### src/rtl/keypad_scan_debounce.sv
// rtl/keypad_scan_debounce.sv - 4x4 keypad row scanner with per-key debounce
//
// Purpose: drives one keypad row low at a time and samples the columns once per
// row period. Each of the 16 keys is debounced on its own, and a one-clock pulse
// marks every debounced press.
//
// Ports:
//   clk        - system clock, rising edge
//   rst        - asynchronous active-low reset
//   col[3:0]   - column lines (pulled up; 0 = closed key in the active row)
//   row[3:0]   - row drive, active-low, exactly one bit low
//   btn[15:0]  - debounced key level, 1 = held, key k = row_index*4 + col_index
//   btn_press  - one-clock pulse per key on a debounced 0->1 transition
//   frame_tick - one-clock pulse registered with the row-3 sample strobe

module keypad_scan_debounce #(
    parameter int SCAN_DIV   = 2500,
    parameter int DEB_FRAMES = 8
) (
    input  logic        clk,
    input  logic        rst,
    input  logic [3:0]  col,
    output logic [3:0]  row,
    output logic [15:0] btn,
    output logic [15:0] btn_press,
    output logic        frame_tick
);

    localparam int DW = $clog2(SCAN_DIV);
    localparam int CW = $clog2(DEB_FRAMES);

    logic [DW-1:0] r_div;
    logic [1:0]    r_row_idx;
    logic [3:0]    r_col_m;
    logic [3:0]    r_col_s;
    logic          r_frame_tick;
    logic          w_strobe;

    // The strobe falls on the last clock of each row period, so the two-flop
    // synchronizer has settled on the new row's columns long before it.
    assign w_strobe = (r_div == DW'(SCAN_DIV - 1));

    always_ff @(posedge clk or negedge rst) begin
        if (!rst) begin
            r_div        <= '0;
            r_row_idx    <= 2'd0;
            r_col_m      <= 4'b1111;
            r_col_s      <= 4'b1111;
            r_frame_tick <= 1'b0;
        end else begin
            r_col_m      <= col;
            r_col_s      <= r_col_m;
            r_frame_tick <= w_strobe && (r_row_idx == 2'd3);
            if (w_strobe) begin
                r_div     <= '0;
                r_row_idx <= r_row_idx + 2'd1;
            end else begin
                r_div <= r_div + DW'(1);
            end
        end
    end

    assign row        = ~(4'b0001 << r_row_idx);
    assign frame_tick = r_frame_tick;

    // One debounce engine per key; a key only updates on the strobe of its row.
    for (genvar k = 0; k < 16; k++) begin : g_key
        logic [CW-1:0] r_cnt;
        logic          r_btn;
        logic          r_press;
        logic          w_sel;
        logic          w_raw;

        assign w_sel = w_strobe && (r_row_idx == 2'(k / 4));
        assign w_raw = ~r_col_s[k % 4];

        always_ff @(posedge clk or negedge rst) begin
            if (!rst) begin
                r_cnt   <= '0;
                r_btn   <= 1'b0;
                r_press <= 1'b0;
            end else begin
                r_press <= 1'b0;
                if (w_sel) begin
                    if (w_raw == r_btn) begin
                        r_cnt <= '0;
                    end else if (r_cnt == CW'(DEB_FRAMES - 1)) begin
                        r_btn   <= w_raw;
                        r_cnt   <= '0;
                        r_press <= w_raw;
                    end else begin
                        r_cnt <= r_cnt + CW'(1);
                    end
                end
            end
        end

        assign btn[k]       = r_btn;
        assign btn_press[k] = r_press;
    end

endmodule
### config.mk
export PLATFORM = sky130hd
export DESIGN_NAME = keypad_scan_debounce
export DESIGN_NICKNAME = d
export VERILOG_FILES = /design/src/rtl/keypad_scan_debounce.sv
export SDC_FILE = /design/constraint.sdc
export NUM_CORES = 1
export LEC_CHECK = 0
export BUFFER_PORTS_ARGS = -buffer_cell sky130_fd_sc_hd__buf_2
export CAP_MARGIN = 20
export CORE_UTILIZATION = 45
export CTS_BUF_LIST = sky130_fd_sc_hd__clkbuf_16
export DETAILED_ROUTE_END_ITERATION = 7
export PLACE_DENSITY = 0.74
export RECOVER_POWER = 25
export SLEW_MARGIN = 20
export SYNTH_ARGS = -nofsm -noshare
export SYNTH_HDL_FRONTEND = slang
export SYNTH_SLANG_ARGS = --single-unit
### constraint.sdc
create_clock -name clk -period 3.5 [get_ports clk]
set_input_delay 0.7 -clock clk [delete_from_list [all_inputs] [get_ports clk]]
set_output_delay 0.7 -clock clk [all_outputs]
set_load 0.02 [all_outputs]
==> results.ini <==
[global_route]
grt_max_degree=104
grt_pass1_vias=3544
track_usage_pct=17.5
globalRoute.totalOverflow=0
antenna_found_initial=0
grt_pass1_wl_um=17200

[synth]
yosys_warnings=0
synth_edf_count=0
synth_area_per_cell_um2=11.4
synth-main-ff-cell=dfrtp_1
syn_area_um2=5430
synth_area_leaders=dfrtp_1 (44%), ha_1 (8.5%), mux2_2 (5.6%)
async_flop_share_pct=100
synth.largest_area_cell=dfrtp_1
syn_inst=475
ys_seq_area_share_pct=47.7
synthTopCellsByCount=dfrtp_1 (95), inv_1 (47), ha_1 (37)
synth_fp_nets=518
yosysUniqueCellTypes=37
synth_top_area_share_pct=43.8
ys_seq_elements=103
synthMostInstantiatedCell=dfrtp_1

[cts]
h-tree-depth=3
clk_latency_ns=0.35
cts_sinks=103
cts.path.max_buffers=2
cts_root_buf=clkbuf_16
numCtsBuffers=9
cts_resized=0
cts_setup_buffers=0
ctsHoldBuffers=0
cts.reportedPaths.clkPinSlew_ns=0.08
cts_tree=done

[die]
core-area_um2=11600
initial_utilization_pct=46.9
std_cell_rows=39
die_area_um2=12500
die_h_um=112
die_w_um=112
pin_count=43

[sta]
rsz0062_at_grt=false
setup_ws_ns=1.10
finalHoldViolations=0
setup_viol=0
finalMaxSlewViolations=0
slew_headroom_pct=50.1
tns_ns=0
tightest_slew_ns=0.746
max_freq_ghz=0.416
final.period_utilization_pct=68.7
fin_skew_ns=0.0118
period_minus_slack_ns=2.40

[setup_path]
cp-end-kind=flip-flop
worstPathArrival_ns=2.63
cp.required_ns=3.73
r2r-start=r_div[5]$_DFF_PN0_
cp_max_fo=21
crit_start=r_div[5]$_DFF_PN0_
start_kind=flip-flop
path_class=flip-flop to flip-flop

[hold_path]
hold_class=flip-flop to flip-flop
hold_start=r_col_m[1]$_DFF_PN1_

[routing]
vias=3344
drt_wl_total_um=9910
drt-initial-drc-count=202
post_drt_wl_per_cell_um=15.8
drc=2
via_per_inst=5.32
firstDrtPassIters=7
ant_nets=0

[cells_and_area]
synthToLayoutAreaGrowth_pct=7.01
seqCellArea_um2=2590
drive_above_1_share_pct=24.7
fin_area_um2=5810
multiInputGateArea_um2=2320
fill_cells=994
antenna_cells=0
nets=523

[place]
pre_cts_ws_ns=1.09
place_area_um2=5520
routabilityCongestion=0.751
port-buffer-count=42
dp_hpwl_um=6790

[power_and_ir_drop]
p_int_mw=1.71
p_sw_share_pct=23.1
peakVddDrop_mv=0.253
p_leak_nw=3.06
p_clk_share_pct=43.4
p_comb_share_pct=2.0
power.density_nw_per_um2=383
seqPwrFrac_pct=54.5
p_switching_mw=0.513

[run_status]
violations=design-rule violations
status=complete, but fails checks

[run]
maxCapViolations=0

==> final cells by class <==
cell class | count | area share [%]
Sequential cell | 103 | 44.6
Multi-Input combinational cell | 273 | 40.0
Tap cell | 143 | 3.08
Clock buffer | 9 | 3.88
Clock inverter | 7 | 1.10
Timing Repair Buffer | 46 | 4.33
Inverter | 47 | 3.04
==> flip-flops by register name, indices dropped and copies added (netlist names) <==
signal	count
frame_tick	1
g_key.r_btn	16
g_key.r_cnt	48
g_key.r_press	16
r_col_m	4
r_col_s	4
r_div	12
r_row_idx	2
==> final timing paths <==
check	slack [ns]	cells past startpoint	to
setup / recovery	1.10	3	g_key[9].r_cnt[0]$_DFFE_PN0P_
hold / removal	0.36	0	r_col_s[1]$_DFF_PN1_
min in group asynchronous	0.45	2	g_key[6].r_cnt[2]$_DFFE_PN0P_
hold reg to reg	0.36	0	r_col_s[1]$_DFF_PN1_
max in group asynchronous	2.61	2	r_col_m[3]$_DFF_PN1_
setup reg to reg	1.10	3	g_key[9].r_cnt[0]$_DFFE_PN0P_
==> power groups by stage <==
stage                     Clock (mW)  Sequential [mW]  Combinational, mW
after CTS                      0.986             1.21             0.0483
after floorplan                    0             1.22             0.0218
after global routing            1.03             1.21             0.0539
final                          0.965             1.21             0.0455
after global placement             0             1.23             0.0464
after detailed placement           0             1.23             0.0479
==> per-layer routing <==
layer | routed length, µm | track usage [%] | vias to the layer above
met5 | 0 | 0 | -
met3 | 397 | 3.92 | 13
met4 | 158 | 5.77 | 0
met2 | 4860 | 28.9 | 56
li1 | - | - | 1605
met1 | 4500 | 22.9 | 1670
==> cells in the final DEF, fill, tap and decap left out, drive strengths merged <==
cell	instances
mux2i	30
ha	37
nor2	11
clkinvlp	2
o21ai	3
dfstp	8
nor2b	1
nor4bb	2
or3	3
nor3b	17
and4b	1
dfrtp	95
xor2	12
clkbuf	10
xnor2	10
nand2b	2
nand2	17
inv	50
nand3	4
or3b	13
nor4b	2
nor3	15
clkinv	2
nand4	23
mux2	35
a21oi	4
o31a	1
and2	13
buf	45
nor4	14
and3	3
==> critical path, cell delays in order (launching register included) <==
cell	delay [ns]
dfrtp_1	0.63
nor3b_2	0.47
nand4_1	0.67
mux2_2	0.52
==> kinds of logic after synthesis <==
kind of cell | share of synthesized area, %
simple gates | 16.6
buf+inv | 9.50
xor+xnor | 3.55
fa+ha+maj | 8.53
flops | 47.7
mux | 13.4
compound gates | 0.807
==> metrics by stage <==
| step | util (%) | std cells | hold WS (ns) | power, mW |
|---|---|---|---|---|
| after floorplan | - | 475 | 0.345 | 1.25 |
| after global placement | 47.7 | 612 | 0.346 | 1.28 |
| after detailed placement | 47.7 | 612 | 0.348 | 1.28 |
| after CTS | 50.2 | 628 | 0.359 | 2.25 |
| after global routing | 50.2 | 628 | 0.361 | 2.30 |
| final | 50.2 | 628 | 0.358 | 2.22 |
Note: power is estimated with default switching activity, not from simulation.
